**config.mk**
```make
export PLATFORM = sky130hd
export DESIGN_NAME = ttl_serial_adder
export DESIGN_NICKNAME = d
export VERILOG_FILES = /design/src/rtl/ttl_adder_pkg.sv /design/src/rtl/adder_slice4.sv /design/src/rtl/ttl_serial_adder.sv
export SDC_FILE = /design/constraint.sdc
export NUM_CORES = 1
export LEC_CHECK = 0
export ABC_AREA = 1
export CAP_MARGIN = 40
export CORE_UTILIZATION = 45
export DETAILED_ROUTE_END_ITERATION = 12
export GPL_TIMING_DRIVEN = 0
export PLACE_DENSITY = 0.72
export SYNTH_ARGS = -nofsm -noshare
export SYNTH_HDL_FRONTEND = slang
export SYNTH_SLANG_ARGS = --single-unit
```
**constraint.sdc**
```tcl
create_clock -name clk -period 5.95 [get_ports clk]
set_input_delay 0.8925 -clock clk [delete_from_list [all_inputs] [get_ports clk]]
set_output_delay 0.8925 -clock clk [all_outputs]
set_load 0.1 [all_outputs]
```
**src/rtl/ttl_adder_pkg.sv**
```systemverilog
// rtl/ttl_adder_pkg.sv - mode and FSM state encodings shared by the serial adder and its bench
package ttl_adder_pkg;

  typedef enum logic [1:0] {
    MODE_ADD = 2'b00,
    MODE_SUB = 2'b01,
    MODE_ACC = 2'b10,
    MODE_CLR = 2'b11
  } mode_e;

  typedef enum logic [1:0] {
    ST_IDLE = 2'b00,
    ST_RUN  = 2'b01,
    ST_DONE = 2'b10
  } state_e;

endpackage

```
**src/rtl/adder_slice4.sv**
```systemverilog
// rtl/adder_slice4.sv - combinational 4-bit sum/carry slice (74283 equivalent)
module adder_slice4 (
  input  logic [3:0] a,
  input  logic [3:0] b,
  input  logic       ci,
  output logic [3:0] s,
  output logic       co
);

  assign {co, s} = {1'b0, a} + {1'b0, b} + {4'b0000, ci};

endmodule

```
**src/rtl/ttl_serial_adder.sv**
```systemverilog
// rtl/ttl_serial_adder.sv - nibble-serial add/sub/accumulate unit, one 4-bit slice per cycle
module ttl_serial_adder
  import ttl_adder_pkg::*;
#(
  parameter int WIDTH = 16,
  parameter int SLICE = 4
) (
  input  logic             clk,
  input  logic             reset,
  input  logic             start,
  input  logic [1:0]       mode,
  input  logic [WIDTH-1:0] a,
  input  logic [WIDTH-1:0] b,
  input  logic             c_in,
  output logic             busy,
  output logic             done,
  output logic [WIDTH-1:0] sum,
  output logic             c_out,
  output logic             ovf
);

  localparam int N     = WIDTH / SLICE;
  localparam int CNT_W = (N > 1) ? $clog2(N) : 1;

  if ((SLICE != 4) || ((WIDTH % 4) != 0) || (WIDTH < 4) || (WIDTH > 64)) begin : g_bad_param
    $error("ttl_serial_adder: WIDTH must be a multiple of 4 in 4..64 and SLICE must be 4");
  end

  state_e           state, state_nxt;
  logic             accept;
  logic [CNT_W-1:0] cnt;
  logic [WIDTH-1:0] a_r, b_r;
  logic             carry;
  logic             last;
  logic [3:0]       sl_a, sl_b, sl_s;
  logic             sl_co;

  assign last = (cnt == CNT_W'(N - 1));
  assign sl_a = a_r[{cnt, 2'b00} +: 4];
  assign sl_b = b_r[{cnt, 2'b00} +: 4];

  adder_slice4 u_slice (
    .a  (sl_a),
    .b  (sl_b),
    .ci (carry),
    .s  (sl_s),
    .co (sl_co)
  );

  always_ff @(posedge clk) begin
    if (reset) state <= ST_IDLE;
    else       state <= state_nxt;
  end

  always_comb begin
    state_nxt = state;
    accept    = 1'b0;
    busy      = 1'b0;
    done      = 1'b0;
    case (state)
      ST_IDLE: begin
        if (start) begin
          accept    = 1'b1;
          state_nxt = (mode_e'(mode) == MODE_CLR) ? ST_DONE : ST_RUN;
        end
      end
      ST_RUN: begin
        busy = 1'b1;
        if (last) state_nxt = ST_DONE;
      end
      ST_DONE: begin
        done = 1'b1;
        if (start) begin
          accept    = 1'b1;
          state_nxt = (mode_e'(mode) == MODE_CLR) ? ST_DONE : ST_RUN;
        end else begin
          state_nxt = ST_IDLE;
        end
      end
      default: state_nxt = ST_IDLE;
    endcase
  end

  // Operands are latched on accept, so ACC snapshots the result before nibbles are overwritten.
  always_ff @(posedge clk) begin
    if (reset) begin
      cnt   <= '0;
      a_r   <= '0;
      b_r   <= '0;
      carry <= 1'b0;
      sum   <= '0;
      c_out <= 1'b0;
      ovf   <= 1'b0;
    end else if (accept) begin
      cnt <= '0;
      if (mode_e'(mode) == MODE_CLR) begin
        sum   <= '0;
        c_out <= 1'b0;
        ovf   <= 1'b0;
      end else begin
        a_r   <= (mode_e'(mode) == MODE_ACC) ? sum : a;
        b_r   <= (mode_e'(mode) == MODE_SUB) ? ~b : b;
        carry <= (mode_e'(mode) == MODE_SUB) ? 1'b1 : c_in;
      end
    end else if (state == ST_RUN) begin
      sum[{cnt, 2'b00} +: 4] <= sl_s;
      carry                  <= sl_co;
      cnt                    <= cnt + 1'b1;
      if (last) begin
        c_out <= sl_co;
        ovf   <= (a_r[WIDTH-1] == b_r[WIDTH-1]) && (sl_s[3] != a_r[WIDTH-1]);
      end
    end
  end

endmodule

```
==> out/metrics.cfg, run 1 <==
[setup_path]
crit_arrival_ns=3.20
cpMaxStageDelayCell=fa_1
crit_fanout=10
worst-path-buf-inv=2
required_ns=6.20
cpPeakStageDelay_ns=0.44
crit_chain=clkbuf_1, inv_1, o21ai_0, o22ai_1, fa_1, fa_1, xor2_1, nand2_1, nor2_1, nand2_1, a21oi_1
cpLargestDelayFamily=adder cells
worstSetupEndpointType=flop
start_kind=flop
crit_type=reg -> reg

[global_route]
grt_max_degree=16
grt_pass1_wl_um=12500
overflow=0
antenna_found_initial=0
grt_usage=0.255
grt_pass1_vias=2714

[logic_synthesis]
yosys_warnings=0
syn_inst=373
ys_ff_latch=55
syn_area_mm2=0.00279
syn-num-nets=420
synth.distinct_cells=30
ys_seq_area_frac=0.395
syn_area_per_cell_um2=7.48

[cts]
htree_levels=2
post_cts_buffers=0
cts_buffer_depth=2
clkTransAtPathRegs_ns=0.09
cts_tree=built
numCtsBuffers=5
cts-resized-gates=0
cts_hold_buf=0
clk_latency_ns=0.32
cts.sinks=55
clockRootBuffer=clkbuf_8

[routing]
vias=2807
drtIter0Drc=179
post_drt_wl_per_cell_um=14.8
antenna_left=0
avgViaCountPerCell=5.29
drtPass1Iterations=4
wirelength_um=7860
drc=0

[power]
leakagePower_nw=1.47
intPower_mw=0.598
clockPowerShare=0.257
p_per_area_mw_per_mm2=231
p_seq_frac=0.462
max-vdd-ir-drop_mv=0.127
switching_share=0.325
p_comb_frac=0.282
power.net_switching_mw=0.288

[sta]
slew_headroom=0.614
rsz0062_at_grt=no
fmax_mhz=338
period_needed_ns=2.96
finalCritPeriodShare=0.497
finalMaxSlewViolations=0
setup_viol=0
fin_tns_setup_ns=0
finalHoldViolations=0
skew_ns=0.0104
worst-slew-pin-transition_ns=0.578

[floorplan]
initial_utilization=0.468
core-area_mm2=0.00596
rows=28
die_x_um=80.7
die_area_mm2=0.00652
die_h_um=80.7
io_pins=58

[placed_design]
place.gp.congestion=0.891
io_buffers=55
dpl.hpwl_um=5940
dp_cells=523

[job]
cap_violations=0

[final_layout]
final-instance-count-excl-fill=531
final_cell_mix=dfxtp_1 (55), clkdlybuf4s50_1 (55), nand2_1 (54), a21oi_1 (53), nor2_1 (50)
ff_latch_area_mm2=0.00110
nets=502
multiInputGateArea_mm2=0.00150
area_growth_pct=37.4
drive_above_1_share=0.112
diodes=0
nFillCells=547

[run_status]
outcome=finished, final reports clean

[min_path]
worstHoldPathType=reg -> reg

flip-flops by register name, indices dropped and copies added (netlist names):
name and cells:
a_r 16, b_r 16, sum 16, cnt 2
state 2, c_out 1, carry 1, ovf 1
per-layer routing:
layer  vias up  GRT usage  routed length, µm
li1       1426          -                  -
met1      1296      0.301               3440
met2        73      0.468               3920
met3        12     0.0337                355
met4         0     0.0929                149
met5         -          0                  0
power by group through the flow:
stage | logic, mW | registers, mW | clock network (mW)
final | 0.250 | 0.409 | 0.228
after CTS | 0.249 | 0.409 | 0.226
after floorplan | 0.139 | 0.437 | 0
after global placement | 0.230 | 0.417 | 0
after detailed placement | 0.248 | 0.417 | 0
after global routing | 0.272 | 0.412 | 0.238
worst reg2reg max path, delay by kind of cell (launching register included):
kind                     cells  cell delay [ns]
buffers and inverters        2             0.67
flip-flops                   1             0.37
AO/OA/AOI/OAI                3             0.40
adder cells (fa/ha/maj)      2             0.85
AND/OR/NAND/NOR              3             0.37
XOR/XNOR                     1             0.24
metrics by stage:
stage	setup WS, ns	util	cell area (µm²)	hold WS [ns]	total power, mW
after floorplan	3.40	-	2790	0.468	0.576
after global placement	3.06	0.577	3430	0.465	0.647
after detailed placement	3.04	0.627	3730	0.468	0.665
after CTS	3.00	0.644	3830	0.481	0.883
after global routing	2.73	0.644	3830	0.503	0.922
final	2.99	0.644	3830	0.475	0.887
path summary, 6_finish.rpt:
kind          start      to  cells past startpoint  slack, ns
min             ovf     ovf                      2       0.48
min reg2reg     ovf     ovf                      2       0.48
max          cnt[1]  sum[6]                     11       2.99
max reg2reg  cnt[1]  sum[6]                     11       2.99
cell usage after synthesis (all sizes together):
cell type / count / area share
a211oi: 17 / 0.048
a21oi: 53 / 0.095
a31oi: 1 / 0.0022
buf: 10 / 0.024
clkbuf: 11 / 0.015
clkinv: 2 / 0.0027
dfxtp: 55 / 0.39
fa: 2 / 0.014
ha: 7 / 0.031
inv: 20 / 0.027
nand2: 57 / 0.081
nand3: 13 / 0.023
nand4: 6 / 0.013
nor2: 52 / 0.075
o21ai: 40 / 0.077
o22ai: 8 / 0.018
or2: 2 / 0.0045
xnor2: 16 / 0.050
xor2: 1 / 0.0031
cell families after synthesis:
kind of cell	after synthesis	synth area share
simple gates	130	0.198
compound gates	119	0.240
flops	55	0.395
buf+inv	43	0.0686
xor+xnor	17	0.0534
fa+ha+maj	9	0.0457
final cells by class:
type                            instances  share of cell area
Timing Repair Buffer                   75               0.222
Clock buffer                            8              0.0261
Inverter                               22              0.0215
Tap cell                               75              0.0245
Buffer                                 21              0.0284
Sequential cell                        55               0.287
Multi-Input combinational cell        275               0.391
No activity file was read; power rests on OpenSTA's default activity.
==> inputs of run 2 (changes only) <==
==> constraint.sdc (replaced) <==
create_clock -name clk -period 2.8 [get_ports clk]
set_input_delay 0.42 -clock clk [delete_from_list [all_inputs] [get_ports clk]]
set_output_delay 0.42 -clock clk [all_outputs]
set_load 0.1 [all_outputs]
==> out/metrics.cfg, run 2 (synthesis gave the netlist of run 1 again) <==
[run_status]
outcome=finished, final reports clean

[sta]
finalMaxSlewViolations=0
worst-slew-pin-transition_ns=0.493
fmax_mhz=389
period_needed_ns=2.57
slew_headroom=0.672
finalHoldViolations=0
timing.hold.ws_ns=0.475
rsz0062_at_grt=no
finalCritPeriodShare=0.918
setup_viol=0
fin_tns_setup_ns=0
skew_ns=0.00995
layout_setup_ws_ns=0.229

[setup_path]
reg2reg_depth=11
crit_fanout=10
r2r_setup_slack_ns=0.23
worstSetupEndpointType=flop
required_ns=3.05
crit_arrival_ns=2.82
crit_type=reg -> reg
r2r-start=cnt[0]
rr_endpoint=sum[6]
start_kind=flop

[routing]
avgViaCountPerCell=5.39
antenna_left=0
post_drt_wl_per_cell_um=14.8
vias=2867
drtIter0Drc=168
drtPass1Iterations=4
drc=0
wirelength_um=7890

[floorplan]
die_area_mm2=0.00652
initial_utilization=0.468
die_x_um=80.7
io_pins=58
core-area_mm2=0.00596
rows=28
die_h_um=80.7

[placed_design]
place_ws_ns=-0.107
placed_cell_area_mm2=0.00373
dpl.hpwl_um=5940
io_buffers=55
place.gp.congestion=0.891
dp_cells=523

[final_layout]
final_cell_mix=dfxtp_1 (55), clkdlybuf4s50_1 (55), nand2_1 (54), a21oi_1 (53), nor2_1 (49)
reg_top3=a_r x16, b_r x16, sum x16
area_growth_pct=38.6
nFillCells=542
postLayoutCoreUtil=0.649
diodes=0
drive_above_1_share=0.131
final-instance-count-excl-fill=532
fin_area_mm2=0.00387
nets=503

[power]
p_per_area_mw_per_mm2=489
max-vdd-ir-drop_mv=0.266
total_power_mw=1.89
leakagePower_nw=1.49

[cts]
cts_tree=built
clk_latency_ns=0.32
cts_buffer_depth=2
numCtsBuffers=5
clkTransAtPathRegs_ns=0.09
cts.sinks=55
clockRootBuffer=clkbuf_8
htree_levels=2

[min_path]
whs_path_depth=2
hold_path_end=ovf
worstHoldPathType=reg -> reg
holdCritStartpoint=ovf

[global_route]
grt_pass1_wl_um=12500
overflow=0
grt_pass1_vias=2714
antenna_found_initial=0
grt_max_degree=16
grt_usage=0.255

[job]
cap_violations=0

==> run 2: final cells by class <==
type	count	area (µm²)	share of cell area
well taps	75	93.8	0.0243
plain buffers	21	120	0.0311
repair buffers	76	858	0.222
clock buffers	8	100	0.0259
inverters	22	86.3	0.0223
multi-input cells	275	1510	0.390
flip-flops and latches	55	1100	0.285
==> run 2: report_power, final <==
part / leakage [nW] / switching, mW / internal (mW)
sequential: 0.451 / 0.0348 / 0.836
clock: 0.0515 / 0.255 / 0.226
combinational: 0.988 / 0.325 / 0.215
total: 1.49 / 0.614 / 1.28
==> run 2: critical path, stage by stage (launching register included) <==
cell and delay (ns):
dfxtp_1 0.35, buf_2 0.21, buf_4 0.21, nor2_1 0.13
o22ai_1 0.12, fa_1 0.44, fa_1 0.44, xor2_2 0.19
nand2_1 0.10, nor2_2 0.13, nand2_1 0.08, a21oi_1 0.13
==> run 2: worst max-delay path by stage <==
stage	start	endpoint	slack, ns
floorplan	cnt[0]	sum[14]	0.50
global placement	cnt[1]	sum[6]	-0.09
detailed placement	cnt[1]	sum[6]	-0.11
CTS	cnt[0]	sum[6]	0.007
global route	cnt[0]	sum[6]	0.06
finish	cnt[0]	sum[6]	0.23
==> run 2: what timing repair did <==
item	CTS	global route
hold buffers	0	0
cloned	0	0
setup endpoints to repair	7	8
buffers inserted	0	1
resized for setup	2	18
pin swaps	0	0
endpoints found under the hold margin	0	0
==> run 2: metal layers <==
metal  vias to the layer above  global-route usage  share of wire
li1                       1426                   -              -
met1                      1327               0.301           0.43
met2                        99               0.468           0.49
met3                        15              0.0337          0.054
met4                         0              0.0929          0.023
met5                         -                   0              0
